File: config.mk
export PLATFORM = sky130hd
export DESIGN_NAME = mem_port_arbiter_flat
export DESIGN_NICKNAME = d
export VERILOG_FILES = /design/src/rtl/mem_port_arbiter_if.sv /design/src/rtl/mem_port_arbiter.sv /design/src/flat_wrapper.sv
export SDC_FILE = /design/constraint.sdc
export NUM_CORES = 1
export LEC_CHECK = 0
export CAP_MARGIN = 20
export CORE_MARGIN = 2
export CORE_UTILIZATION = 36
export CTS_CLUSTER_SIZE = 8
export DETAILED_ROUTE_END_ITERATION = 6
export HOLD_SLACK_MARGIN = 0.03
export PLACE_DENSITY = 0.87
export SLEW_MARGIN = 10
export SYNTH_ARGS = -nofsm -noshare
export SYNTH_HDL_FRONTEND = slang
export SYNTH_SLANG_ARGS = --single-unit
File: constraint.sdc
create_clock -name clk -period 6 [get_ports clk]
set_clock_uncertainty 0.2 [all_clocks]
set_input_delay 0.9 -clock clk [delete_from_list [all_inputs] [get_ports clk]]
set_output_delay 0.9 -clock clk [all_outputs]
set_load 0.01 [all_outputs]
File: src/rtl/mem_port_arbiter_if.sv
// mem_port_arbiter_if
//   Bundles the two requester ports, the RAM port-1 signals and the
//   arbiter's debug state into one interface.
//   Modports:
//     slave  - the arbiter: takes requests and mem_rdata, drives grants,
//              completions, the RAM port and the debug state.
//     master - the surrounding system (requesters + RAM): the mirror view.
//   Signals:
//     m0_*/m1_*   request, address, write data, byte strobes, grant,
//                 completion pulse and registered read data per requester
//     m1_lock     m1 burst lock
//     mem_*       RAM port 1 (addr, wdata, wenable out; rdata in)
//     dbg_last    requester granted most recently (0 = m0, 1 = m1)
//     dbg_lock    current burst-lock state
interface mem_port_arbiter_if #(
  parameter int ADDR_WIDTH = 14
);
  logic                  m0_req;
  logic [ADDR_WIDTH-1:0] m0_addr;
  logic [31:0]           m0_wdata;
  logic [3:0]            m0_wstrb;
  logic                  m0_gnt;
  logic                  m0_rvalid;
  logic [31:0]           m0_rdata;

  logic                  m1_req;
  logic [ADDR_WIDTH-1:0] m1_addr;
  logic [31:0]           m1_wdata;
  logic [3:0]            m1_wstrb;
  logic                  m1_gnt;
  logic                  m1_rvalid;
  logic [31:0]           m1_rdata;
  logic                  m1_lock;

  logic [ADDR_WIDTH-1:0] mem_addr;
  logic [31:0]           mem_wdata;
  logic [3:0]            mem_wenable;
  logic [31:0]           mem_rdata;

  logic                  dbg_last;
  logic                  dbg_lock;

  modport slave (
    input  m0_req, m0_addr, m0_wdata, m0_wstrb,
    output m0_gnt, m0_rvalid, m0_rdata,
    input  m1_req, m1_addr, m1_wdata, m1_wstrb, m1_lock,
    output m1_gnt, m1_rvalid, m1_rdata,
    output mem_addr, mem_wdata, mem_wenable,
    input  mem_rdata,
    output dbg_last, dbg_lock
  );

  modport master (
    output m0_req, m0_addr, m0_wdata, m0_wstrb,
    input  m0_gnt, m0_rvalid, m0_rdata,
    output m1_req, m1_addr, m1_wdata, m1_wstrb, m1_lock,
    input  m1_gnt, m1_rvalid, m1_rdata,
    input  mem_addr, mem_wdata, mem_wenable,
    output mem_rdata,
    input  dbg_last, dbg_lock
  );
endinterface

File: src/rtl/mem_port_arbiter.sv
// mem_port_arbiter
//   Shares RAM port 1 between the CPU load/store unit (m0) and a secondary
//   bus master (m1). One access per cycle, round-robin on contention,
//   optional m1 burst lock, registered read data with a one-cycle
//   completion pulse per requester.
//   Ports:
//     clk  - system clock, all state on posedge
//     rst  - asynchronous active-high reset
//     bus  - mem_port_arbiter_if.slave (requesters, RAM port, debug state)
//
// Handshake: a requester raises mX_req with its fields stable and keeps them
// stable until the cycle mX_gnt is high; that cycle is the access. mX_gnt is
// combinational (same-cycle grant). The RAM performs the access on the
// closing edge, and mX_rvalid pulses for one cycle after it with mX_rdata
// holding what the RAM returned during the grant cycle (pre-write contents
// for writes). There is no backpressure on the completion side.
module mem_port_arbiter #(
  parameter int ADDR_WIDTH = 14
) (
  input logic               clk,
  input logic               rst,
  mem_port_arbiter_if.slave bus
);

  // Encoding of the "last granted" register.
  localparam logic [0:0] SEL_M0 = 1'b0;
  localparam logic [0:0] SEL_M1 = 1'b1;

  logic [0:0]  last_q;
  logic        lock_q;
  logic        lock_eff;
  logic        m0_gnt;
  logic        m1_gnt;
  logic        m0_rvalid_q;
  logic        m1_rvalid_q;
  logic [31:0] m0_rdata_q;
  logic [31:0] m1_rdata_q;

  // Arbitration. m1 wins when locked, when m0 is idle, or when m0 was served
  // last; m0 takes anything m1 does not. Grants are forced low during reset
  // so the RAM cannot be written while rst is high.
  always_comb begin
    lock_eff = lock_q & bus.m1_req;
    m1_gnt   = ~rst & bus.m1_req & (lock_eff | ~bus.m0_req | (last_q == SEL_M0));
    m0_gnt   = ~rst & bus.m0_req & ~m1_gnt;
  end

  // Port mux. With no grant the address/data follow m0 (harmless, keeps the
  // mux small) and the write enable is held off.
  always_comb begin
    bus.mem_addr    = bus.m0_addr;
    bus.mem_wdata   = bus.m0_wdata;
    bus.mem_wenable = 4'h0;
    if (m1_gnt) begin
      bus.mem_addr    = bus.m1_addr;
      bus.mem_wdata   = bus.m1_wdata;
      bus.mem_wenable = bus.m1_wstrb;
    end else if (m0_gnt) begin
      bus.mem_wenable = bus.m0_wstrb;
    end
  end

  always_ff @(posedge clk or posedge rst) begin
    if (rst) begin
      last_q      <= SEL_M1;
      lock_q      <= 1'b0;
      m0_rvalid_q <= 1'b0;
      m1_rvalid_q <= 1'b0;
      m0_rdata_q  <= 32'h0;
      m1_rdata_q  <= 32'h0;
    end else begin
      m0_rvalid_q <= m0_gnt;
      m1_rvalid_q <= m1_gnt;
      if (m0_gnt) begin
        m0_rdata_q <= bus.mem_rdata;
        last_q     <= SEL_M0;
      end
      if (m1_gnt) begin
        m1_rdata_q <= bus.mem_rdata;
        last_q     <= SEL_M1;
      end
      // An idle m1 always releases the lock so it can never starve m0.
      if (!bus.m1_req) begin
        lock_q <= 1'b0;
      end else if (m1_gnt) begin
        lock_q <= bus.m1_lock;
      end
    end
  end

  assign bus.m0_gnt    = m0_gnt;
  assign bus.m1_gnt    = m1_gnt;
  assign bus.m0_rvalid = m0_rvalid_q;
  assign bus.m1_rvalid = m1_rvalid_q;
  assign bus.m0_rdata  = m0_rdata_q;
  assign bus.m1_rdata  = m1_rdata_q;
  assign bus.dbg_last  = last_q[0];
  assign bus.dbg_lock  = lock_q;

endmodule
File: src/flat_wrapper.sv
// flat-port wrapper written by rule: the top's interface ports become plain ports
module mem_port_arbiter_flat 
#(
  parameter int ADDR_WIDTH = 14
)
  (clk, rst, bus_m0_req, bus_m0_addr, bus_m0_wdata, bus_m0_wstrb, bus_m0_gnt, bus_m0_rvalid, bus_m0_rdata, bus_m1_req, bus_m1_addr, bus_m1_wdata, bus_m1_wstrb, bus_m1_lock, bus_m1_gnt, bus_m1_rvalid, bus_m1_rdata, bus_mem_addr, bus_mem_wdata, bus_mem_wenable, bus_mem_rdata, bus_dbg_last, bus_dbg_lock);
  mem_port_arbiter_if #(.ADDR_WIDTH(ADDR_WIDTH)) bus_i ();
  input logic clk;
  input logic rst;
  input wire logic [$bits(bus_i.m0_req)-1:0] bus_m0_req;
  input wire logic [$bits(bus_i.m0_addr)-1:0] bus_m0_addr;
  input wire logic [$bits(bus_i.m0_wdata)-1:0] bus_m0_wdata;
  input wire logic [$bits(bus_i.m0_wstrb)-1:0] bus_m0_wstrb;
  output wire logic [$bits(bus_i.m0_gnt)-1:0] bus_m0_gnt;
  output wire logic [$bits(bus_i.m0_rvalid)-1:0] bus_m0_rvalid;
  output wire logic [$bits(bus_i.m0_rdata)-1:0] bus_m0_rdata;
  input wire logic [$bits(bus_i.m1_req)-1:0] bus_m1_req;
  input wire logic [$bits(bus_i.m1_addr)-1:0] bus_m1_addr;
  input wire logic [$bits(bus_i.m1_wdata)-1:0] bus_m1_wdata;
  input wire logic [$bits(bus_i.m1_wstrb)-1:0] bus_m1_wstrb;
  input wire logic [$bits(bus_i.m1_lock)-1:0] bus_m1_lock;
  output wire logic [$bits(bus_i.m1_gnt)-1:0] bus_m1_gnt;
  output wire logic [$bits(bus_i.m1_rvalid)-1:0] bus_m1_rvalid;
  output wire logic [$bits(bus_i.m1_rdata)-1:0] bus_m1_rdata;
  output wire logic [$bits(bus_i.mem_addr)-1:0] bus_mem_addr;
  output wire logic [$bits(bus_i.mem_wdata)-1:0] bus_mem_wdata;
  output wire logic [$bits(bus_i.mem_wenable)-1:0] bus_mem_wenable;
  input wire logic [$bits(bus_i.mem_rdata)-1:0] bus_mem_rdata;
  output wire logic [$bits(bus_i.dbg_last)-1:0] bus_dbg_last;
  output wire logic [$bits(bus_i.dbg_lock)-1:0] bus_dbg_lock;
  assign bus_i.m0_req = bus_m0_req;
  assign bus_i.m0_addr = bus_m0_addr;
  assign bus_i.m0_wdata = bus_m0_wdata;
  assign bus_i.m0_wstrb = bus_m0_wstrb;
  assign bus_m0_gnt = bus_i.m0_gnt;
  assign bus_m0_rvalid = bus_i.m0_rvalid;
  assign bus_m0_rdata = bus_i.m0_rdata;
  assign bus_i.m1_req = bus_m1_req;
  assign bus_i.m1_addr = bus_m1_addr;
  assign bus_i.m1_wdata = bus_m1_wdata;
  assign bus_i.m1_wstrb = bus_m1_wstrb;
  assign bus_i.m1_lock = bus_m1_lock;
  assign bus_m1_gnt = bus_i.m1_gnt;
  assign bus_m1_rvalid = bus_i.m1_rvalid;
  assign bus_m1_rdata = bus_i.m1_rdata;
  assign bus_mem_addr = bus_i.mem_addr;
  assign bus_mem_wdata = bus_i.mem_wdata;
  assign bus_mem_wenable = bus_i.mem_wenable;
  assign bus_i.mem_rdata = bus_mem_rdata;
  assign bus_dbg_last = bus_i.dbg_last;
  assign bus_dbg_lock = bus_i.dbg_lock;
  mem_port_arbiter #(.ADDR_WIDTH(ADDR_WIDTH)) u_core (.clk(clk), .rst(rst), .bus(bus_i));
endmodule
==> run metrics, run 1 <==
outcome finished, final reports clean; DRC 0; routed via count between 2000 and 3000; Synth Cell Area ~3200 µm²; WP data required 4900 ps; Vias/cell 4.71; total power draw ~1.5 mW; Placed Cells 561; post-synthesis compound-gate area fraction 0.0186; Gate Count Post-Synth 206; vias in the first global route 3045; Post-Synth XOR/XNOR Area 0; root buf cell clkbuf_8; Worst slew margin 0.396; final max-slew violation count 0; antenna violations before repair 0; CTS H-tree lvls 3; # rows 34; largest family of logic cells by synthesized area multiplexers; Slew @ Worst Pin around 900 ps; first-pass GRT wire length 16200 µm; total clock sinks slightly below 70; Worst-Skew Late Latency about 330 ps; Post-DRT Antenna Nets 0; CP dominant cell by count clkdlybuf4s50_1; adder-cell share of the synthesized area 0; Die W ~100 µm; Die Ht between 90 and 100 µm; count leader, synth mux2_2; sequential-to-total area share from yosys stat 0.526; Port Buffers between 200 and 300; Peak Freq 0.233 GHz; RSZ-0062 raised after global routing false; final std cells w/o fill between 500 and 600; worst-path maximum fanout 66; fill cell count 639; Post-synth ARST share 1.00; number of antenna diodes 0; CTS resizes 0; Total Routed Length 10400 µm; commonest register cell after synthesis dfrtp_1; Yosys reg bits about 70; CP Launch Type input port; Post-CTS Setup Inserts 0; Final GP Congestion between 0.7 and 0.8; PD cells approximately 250 nW/µm²; Arr. time, crit path between 3000 and 4000 ps; sequence of cells on the critical path clkdlybuf4s50_1 > nor2b_4 > nand2_4 > mux2_2 > clkdlybuf4s50_1; number of hold buffers added after CTS 0; fin crit share 0.717; largest net degree at the start of global routing 67; critical path class in -> out; Routed WL per cell ~18 µm; post-synthesis mux area share 0.410; unique cell type count in the Yosys netlist 17; share of post-route cells with drive strength above 1 0.284; Max Cap Viol 0; Core Area approximately 8700 µm²; gr ovfl total 0; Layout Area Growth over Synthesis 86.9%; Pleak 2.50 nW; nets@finish around 600; CTS buffer count 9; HP Class reg -> reg; synth warn 0; final setup fails 0; post-synth top area cell dfrtp_1; Syn Nets about 340; Slowest cell on crit path nand2_4; Total GRT Usage 0.211; crit end category primary output; Hold WS 306 ps; Fin. Hold Viols 0; CTS tree done; HPWL Detailed ~8000 µm; EDFF count, synth 0; IO Pins about 260; Reg clk slew, reported paths ~60 ps; Simple-Gate Fraction of Synth Area 0.0147; Longest Clk Path Bufs 2; die area roughly 9800 µm²; CP max stage delay 640 ps; Iter 0 DRT Violations 32; Synth top area share 0.518; Post-synth top cells 87 x mux2_2, 67 x dfrtp_1, 23 x mux2_4; Synth Area per Inst approximately 16 µm²; Pre-antenna DRT Iters 4; Period minus WS final 4300 ps; setup_tns 0 ps; Peak VDD IR about 170 µV; synth top area cells dfrtp_1 52%, mux2_2 30%, mux2_4 11%; effective utilization at floorplan 0.371
## cell type report
type	instances	area (µm²)	area share
clock buffer	13	159	0.0263
clock inverter	2	10.0	0.00166
inverter	2	7.51	0.00124
multi-input combinational	124	1450	0.239
sequential	68	1700	0.282
tap	108	135	0.0224
timing repair buffer	259	2580	0.428
## kinds of logic after synthesis
kind of cell	Yosys count
simple gates	7
buf+inv	14
compound gates	7
mux	110
flops	68
## worst paths after layout
kind                                    startpoint                       to  slack [ps]  cells after the start
min in group asynchronous                      rst   u_core.bus.m0_rdata[5]         870                      2
max in group asynchronous                      rst   u_core.bus.m1_rdata[7]        3780                      3
max                                            rst        bus_mem_wdata[16]        1700                      5
max reg2reg                    u_core.bus.dbg_last  u_core.bus.m1_rdata[19]        3540                      4
min reg2reg                u_core.bus.m1_rdata[14]  u_core.bus.m1_rdata[14]         310                      1
min                        u_core.bus.m1_rdata[14]  u_core.bus.m1_rdata[14]         310                      1
## layer usage
layer,GRT usage,part of all wire
met5,0,0
met4,0.0464,0.012
met3,0.0894,0.10
met2,0.364,0.50
met1,0.244,0.39
## through the flow
stage / setup slack, ps / util / area, µm²
after floorplan: 3190 / - / 3230
after global placement: 1730 / 0.674 / 5880
after detailed placement: 1710 / 0.674 / 5880
after CTS: 1710 / 0.693 / 6040
after global routing: 1600 / 0.693 / 6040
final: 1700 / 0.693 / 6040
## placed cells by master, fill, tap and decap left out, types with 3 or more instances in the layout
cell type / Yosys / layout
mux2_4: 23 / 23
buf_4: 0 / 3
mux2_2: 87 / 87
clkdlybuf4s50_1: 0 / 256
clkbuf_8: 0 / 11
dfrtp_1: 67 / 67
a22o_1: 4 / 4
## critical path: cells and delay by family
family	cells	cell delay (ps)
and+or+nand+nor	2	720
muxes	1	420
buffers and inverters	2	1100
## registers in the layout, summed over array words and instances (netlist names)
signal,flops
u_core.bus.dbg_last,1
u_core.bus.m1_rvalid,1
u_core.bus.m1_rdata,32
u_core.bus.m0_rdata,32
u_core.bus.m0_rvalid,1
u_core.bus.dbg_lock,1
## power by group
part           switching [mW]  internal (mW)
sequential             0.0528          0.554
combinational           0.201          0.403
clock                   0.156          0.169
(Power assumes the default switching activity.)
==> inputs of run 2 (changes only) <==
--- a/config.mk
+++ b/config.mk
@@ -7,11 +7,11 @@
 export LEC_CHECK = 0
 export CAP_MARGIN = 20
 export CORE_MARGIN = 2
-export CORE_UTILIZATION = 36
+export CORE_UTILIZATION = 30
 export CTS_CLUSTER_SIZE = 8
 export DETAILED_ROUTE_END_ITERATION = 6
 export HOLD_SLACK_MARGIN = 0.03
-export PLACE_DENSITY = 0.87
+export PLACE_DENSITY = 0.77
 export SLEW_MARGIN = 10
 export SYNTH_ARGS = -nofsm -noshare
 export SYNTH_HDL_FRONTEND = slang
==> constraint.sdc (replaced) <==
create_clock -name clk -period 3.6 [get_ports clk]
set_clock_uncertainty 0.2 [all_clocks]
set_input_delay 0.54 -clock clk [delete_from_list [all_inputs] [get_ports clk]]
set_output_delay 0.54 -clock clk [all_outputs]
set_load 0.01 [all_outputs]
==> run metrics, run 2 (synthesis gave the netlist of run 1 again) <==
Die W 108 µm (+9.2%); setup_tns 0 ps (unchanged); Iter 0 DRT Violations 121 (+280%); number of hold buffers added after CTS 0 (unchanged); outcome finished, final reports clean; CTS resizes 0 (unchanged); vias in the first global route 2963 (-2.7%); CP dominant cell by count clkdlybuf4s50_1; fin crit share 0.897; Slew @ Worst Pin 481 ps (-425 ps); Max Cap Viol 0 (unchanged); die area 11600 µm² (+19%); Post-DRT Antenna Nets 0 (unchanged); root buf cell clkbuf_8; sequence of cells on the critical path clkdlybuf4s50_1 > nand3b_1 > nand2_4 > buf_12 > mux2_2 > clkdlybuf4s50_1; worst r2r src u_core.bus.dbg_last; largest net degree at the start of global routing 25 (-63%); share of post-route cells with drive strength above 1 0.299 (+0.0148); CP max stage delay 520 ps (-120 ps); gr ovfl total 0 (unchanged); first-pass GRT wire length 16200 µm (-0.38%); crit end category primary output; Peak Freq 0.310 GHz; Pleak 2.57 nW (+2.6%); Arr. time, crit path 2490 ps (-710 ps); leading cell type in the layout, fill and taps excluded clkdlybuf4s50_1; WP data required 2860 ps (-2040 ps); Vias/cell 4.46 (-5.2%); Die Ht 108 µm (+9.2%); # rows 37 (+8.8%); HP Start u_core.bus.m1_rdata[12]; CP Launch Type input port; CP Launch Point bus_m0_req; Post-CTS Setup Inserts 0 (unchanged); routed via count 2728 (+0.52%); Worst-Skew Late Latency 320 ps (about the same); Longest Clk Path Bufs 2 (unchanged); PD cells 438 nW/µm² (+72%); CTS buffer count 9 (unchanged); CTS H-tree lvls 3 (unchanged); DRC 0 (unchanged); Slowest cell on crit path clkdlybuf4s50_1; Total Routed Length 10800 µm (+3.0%); CTS tree done; Routed WL per cell 17.6 µm (-2.9%); critical path class in -> out; Hold WS 304 ps (-2.45 ps); HP Class reg -> reg; Period minus WS final roughly 3200 ps; Core Area 10400 µm² (+19%); antenna violations before repair 0 (unchanged); RSZ-0062 raised after global routing false; final max-slew violation count 0 (unchanged); Worst slew margin 0.679 (+0.283); Total GRT Usage 0.179 (-0.0315); nets@finish 607 (+1.0%); HPWL Detailed 8700 µm (+8.3%); Port Buffers 256 (unchanged); total clock sinks 68 (unchanged); worst-path maximum fanout 23 (-65%); IO Pins 257 (unchanged); Reg clk slew, reported paths 70 ps (about the same); commonest non-fill, non-tap cells in the layout 256 x clkdlybuf4s50_1, 87 x mux2_2, 67 x dfrtp_1, 23 x mux2_4, 10 x clkbuf_8; number of antenna diodes 0 (unchanged); final setup fails 0 (unchanged); Final GP Congestion 0.721 (+2.5%); effective utilization at floorplan 0.311 (-0.0604); Pre-antenna DRT Iters 4 (unchanged); Layout Area Growth over Synthesis 91.9%; Peak VDD IR 347 µV (+100%); Fin. Hold Viols 0 (unchanged)
run 2: cell types whose count changed in the layout (fill, tap and decap cells not counted), sizes merged:
cell	previous run	this run
bufinv	0	2
clkinv	2	4
clkbuf	13	10
buf	3	9
run 2: cell type report:
| class | count | area (µm²) |
|---|---|---|
| Timing Repair Buffer | 265 | 2660 |
| Multi-Input combinational cell | 124 | 1450 |
| Inverter | 2 | 7.51 |
| Clock inverter | 6 | 87.6 |
| Clock buffer | 10 | 138 |
| Fill cell | 842 | 4210 |
| Tap cell | 136 | 170 |
| Sequential cell | 68 | 1700 |
run 2: final timing paths:
path                                           end  slack [ps]  cells past startpoint
max                                bus_mem_addr[3]         370                      6
min                        u_core.bus.m1_rdata[12]         300                      1
max reg2reg                 u_core.bus.m0_rdata[1]        1380                      4
min reg2reg                u_core.bus.m1_rdata[12]         300                      1
max in group asynchronous  u_core.bus.m0_rdata[17]        2010                      3
min in group asynchronous  u_core.bus.m0_rdata[30]         500                      2
run 2: where the power goes:
group          internal, mW  switching [mW]
sequential            0.922          0.0857
clock                 0.409           0.286
combinational         0.680           0.336
run 2: metrics by stage:
| step | worst slack [ps] | cells | power, mW | cell area (µm²) | util |
|---|---|---|---|---|---|
| 6_report | 371 | 611 | 2.72 | 6210 | 0.596 |
| 5_1_grt | 309 | 611 | 2.87 | 6210 | 0.596 |
| 4_1_cts | 371 | 611 | 2.76 | 6210 | 0.596 |
| 3_5_place_dp | 370 | 595 | 2.05 | 5980 | 0.574 |
| 3_3_place_gp | 425 | 595 | 2.02 | 5980 | 0.574 |
| 2_1_floorplan | 1150 | 206 | 1.41 | 3230 | - |
run 2: critical path: cells and delay by family:
kind	cells	cell delay, ps
and+or+nand+nor	2	350
muxes	1	360
buffers and inverters	3	1230
run 2: layer usage:
layer  global-route usage  vias up  routed length, µm
met3               0.0599       13                868
met4               0.0421        0                136
li1                     -     1269                  -
met5                    0        -                  0
met2                0.301      115               5490
met1                0.223     1331               4260
==> patch: new RTL, flow settings as in run 1 <==
Make the reset (`rst`) synchronous in one clocked block. Comments in the files are not updated.
--- a/src/rtl/mem_port_arbiter.sv
+++ b/src/rtl/mem_port_arbiter.sv
@@ -60,7 +60,7 @@
     end
   end
 
-  always_ff @(posedge clk or posedge rst) begin
+  always_ff @(posedge clk) begin
     if (rst) begin
       last_q      <= SEL_M1;
       lock_q      <= 1'b0;
Check against the original RTL: differs if rst is asserted again (counterexample within 4 cycles, from zero or initial values and one cycle with rst high); with rst held inactive, the same outputs for 10 cycles.
==> patch against run 1 <==
Design area up 0.41%. Wire length increased by 5.3%. Critical path depth is 1 higher. Via count is 11% higher. Worst hold slack improved by 0.078 ns. Clock power rose by 25%. Setup slack worse by 0.20 ns. Global-route usage grew 0.96 points. Highest routed layer unchanged. Power fell by 17%. Area after synthesis fell by 0.19%. Die area shrank 0.18%. Sequential cell count unchanged.
==> patch: results (changes against run 1) <==
layout cells sized above 1 = 0.249 (was 0.284)
final cell count without fillers = 642 (was 576)
FF-to-FF Start = u_core.bus.dbg_last$_SDFFE_PP1N_ (was u_core.bus.dbg_last$_DFFE_PP1P_)
synthesized netlist net count = 413 (was 343)
overall global routing resource usage = 0.220 (was 0.211)
Syn Inst Count = 276 (was 206)
DR iter-0 viols = 90 (was 32)
Bufs on Longest Clock Path = 2 (unchanged)
IO buf count = 256 (unchanged)
ys flop type = dfxtp_1 (was dfrtp_1)
met3 routed WL = 695 µm (was 1050 µm)
vias = 3006 (was 2714)
Post-synth top cells = mux2_2, dfxtp_1, nor2b_1 (was mux2_2, dfrtp_1, mux2_4)
Final nets = 666 (was 601)
Worst IR Drop VDD = 0.000202 V (was 0.000174 V)
pin count of the biggest net entering global routing = 68 (was 67)
R2R setup slack = 3.47 ns (was 3.54 ns)
Worst Path Max Fanout = 35 (was 66)
worst r2r path cells = 5 (was 4)
placed insts = 626 (was 561)
total routed wirelength = 11000 µm (was 10400 µm)
Hold Path Sink = u_core.bus.m0_rvalid$_SDFF_PP0_ (was u_core.bus.m1_rdata[14]$_DFFE_PP0N_)
clock slew at reported path FFs = 0.07 ns
vias in the first global route = 3281 (was 3045)
Leak = 2.41 nW (was 2.50 nW)
Async SR Flop Fraction = 0 (was 1.00)
Post-Route M1 WL = 4100 µm (was 4030 µm)
CP arrival = 3.40 ns (was 3.20 ns)
Worst Hold Launch = u_core.bus.dbg_last$_SDFFE_PP1N_ (was u_core.bus.m1_rdata[14]$_DFFE_PP0N_)
largest cells by area after synthesis = dfxtp_1, mux2_2, nor2b_1, buf_2, a22o_1 (was dfrtp_1, mux2_2, mux2_4, buf_6, a22o_1)
DR DRC count = 0 (unchanged)
slew at the pin with the worst max-slew slack = 0.662 ns (was 0.906 ns)
WHS Path Cells = 2 (was 1)
hold_ws = 0.385 ns (was 0.306 ns)
status = finished, final reports clean (unchanged)
first-pass GRT wire length = 16700 µm (was 16200 µm)
RePlAce Congestion = 0.862 (was 0.703)
routed length on met2 = 5850 µm (was 5230 µm)
FF-to-FF End = u_core.bus.m1_rdata[3]$_SDFFE_PP0N_ (was u_core.bus.m1_rdata[19]$_DFFE_PP0N_)
post-DP HPWL = 8770 µm (was 8040 µm)
sequential area share after synthesis = 0.422 (was 0.526)
pre-CTS setup slack = 1.48 ns (was 1.71 ns)
## patch: routing by layer
| metal | vias to the layer above | GRT usage |
|---|---|---|
| li1 | 1454 | - |
| met2 | 131 | 0.411 |
| met1 | 1399 | 0.236 |
| met3 | 22 | 0.0525 |
| met4 | 0 | 0.0948 |
| met5 | - | 0 |
## patch: worst max-delay path by stage
stage | cells past startpoint | start | end | slack, ns
finish | 6 | bus_m0_req | bus_mem_addr[2] | 1.50
CTS | 6 | bus_m0_req | bus_mem_addr[2] | 1.49
floorplan | 5 | bus_m0_req | bus_mem_addr[0] | 3.05
global route | 6 | bus_m0_req | bus_mem_addr[2] | 1.35
global placement | 6 | bus_m0_req | bus_mem_addr[2] | 1.54
detailed placement | 6 | bus_m0_req | bus_mem_addr[2] | 1.48
## patch: kinds of logic (layout without fill, tap and decap cells)
family | Yosys count | after routing | synth area share
multiplexers | 110 | 110 | 0.384
AND/OR/NAND/NOR | 69 | 69 | 0.138
flip-flops | 68 | 68 | 0.422
buffers and inverters | 22 | 280 | 0.0360
AO/OA/AOI/OAI | 7 | 7 | 0.0209
## patch: worst max-delay path: stages
cell	delay [ns]
clkdlybuf4s50_1	0.47
nand3b_1	0.08
nand3b_1	0.51
buf_4	0.51
mux2_2	0.40
clkdlybuf4s50_1	0.52
## patch: power by group
part           leakage (nW)  switching (mW)  internal (mW)
Combinational          1.74           0.122          0.247
Sequential            0.561          0.0168          0.486
Clock                 0.113           0.166          0.243
Total                  2.41           0.305          0.976
## patch: area by class of cell
type	instances	area [µm²]
clock inverters	5	75.1
flip-flops and latches	68	1360
repair buffers	261	2590
well taps	108	135
clock buffers	11	141
multi-input cells	186	1750
inverters	3	11.3
fillers	630	2650
## patch: stage by stage
step	instance area (µm²)	total power [mW]
6_report	6070	1.28
5_1_grt	6070	1.34
4_1_cts	6070	1.29
3_5_place_dp	5850	0.884
3_3_place_gp	5850	0.876
2_1_floorplan	3230	0.650
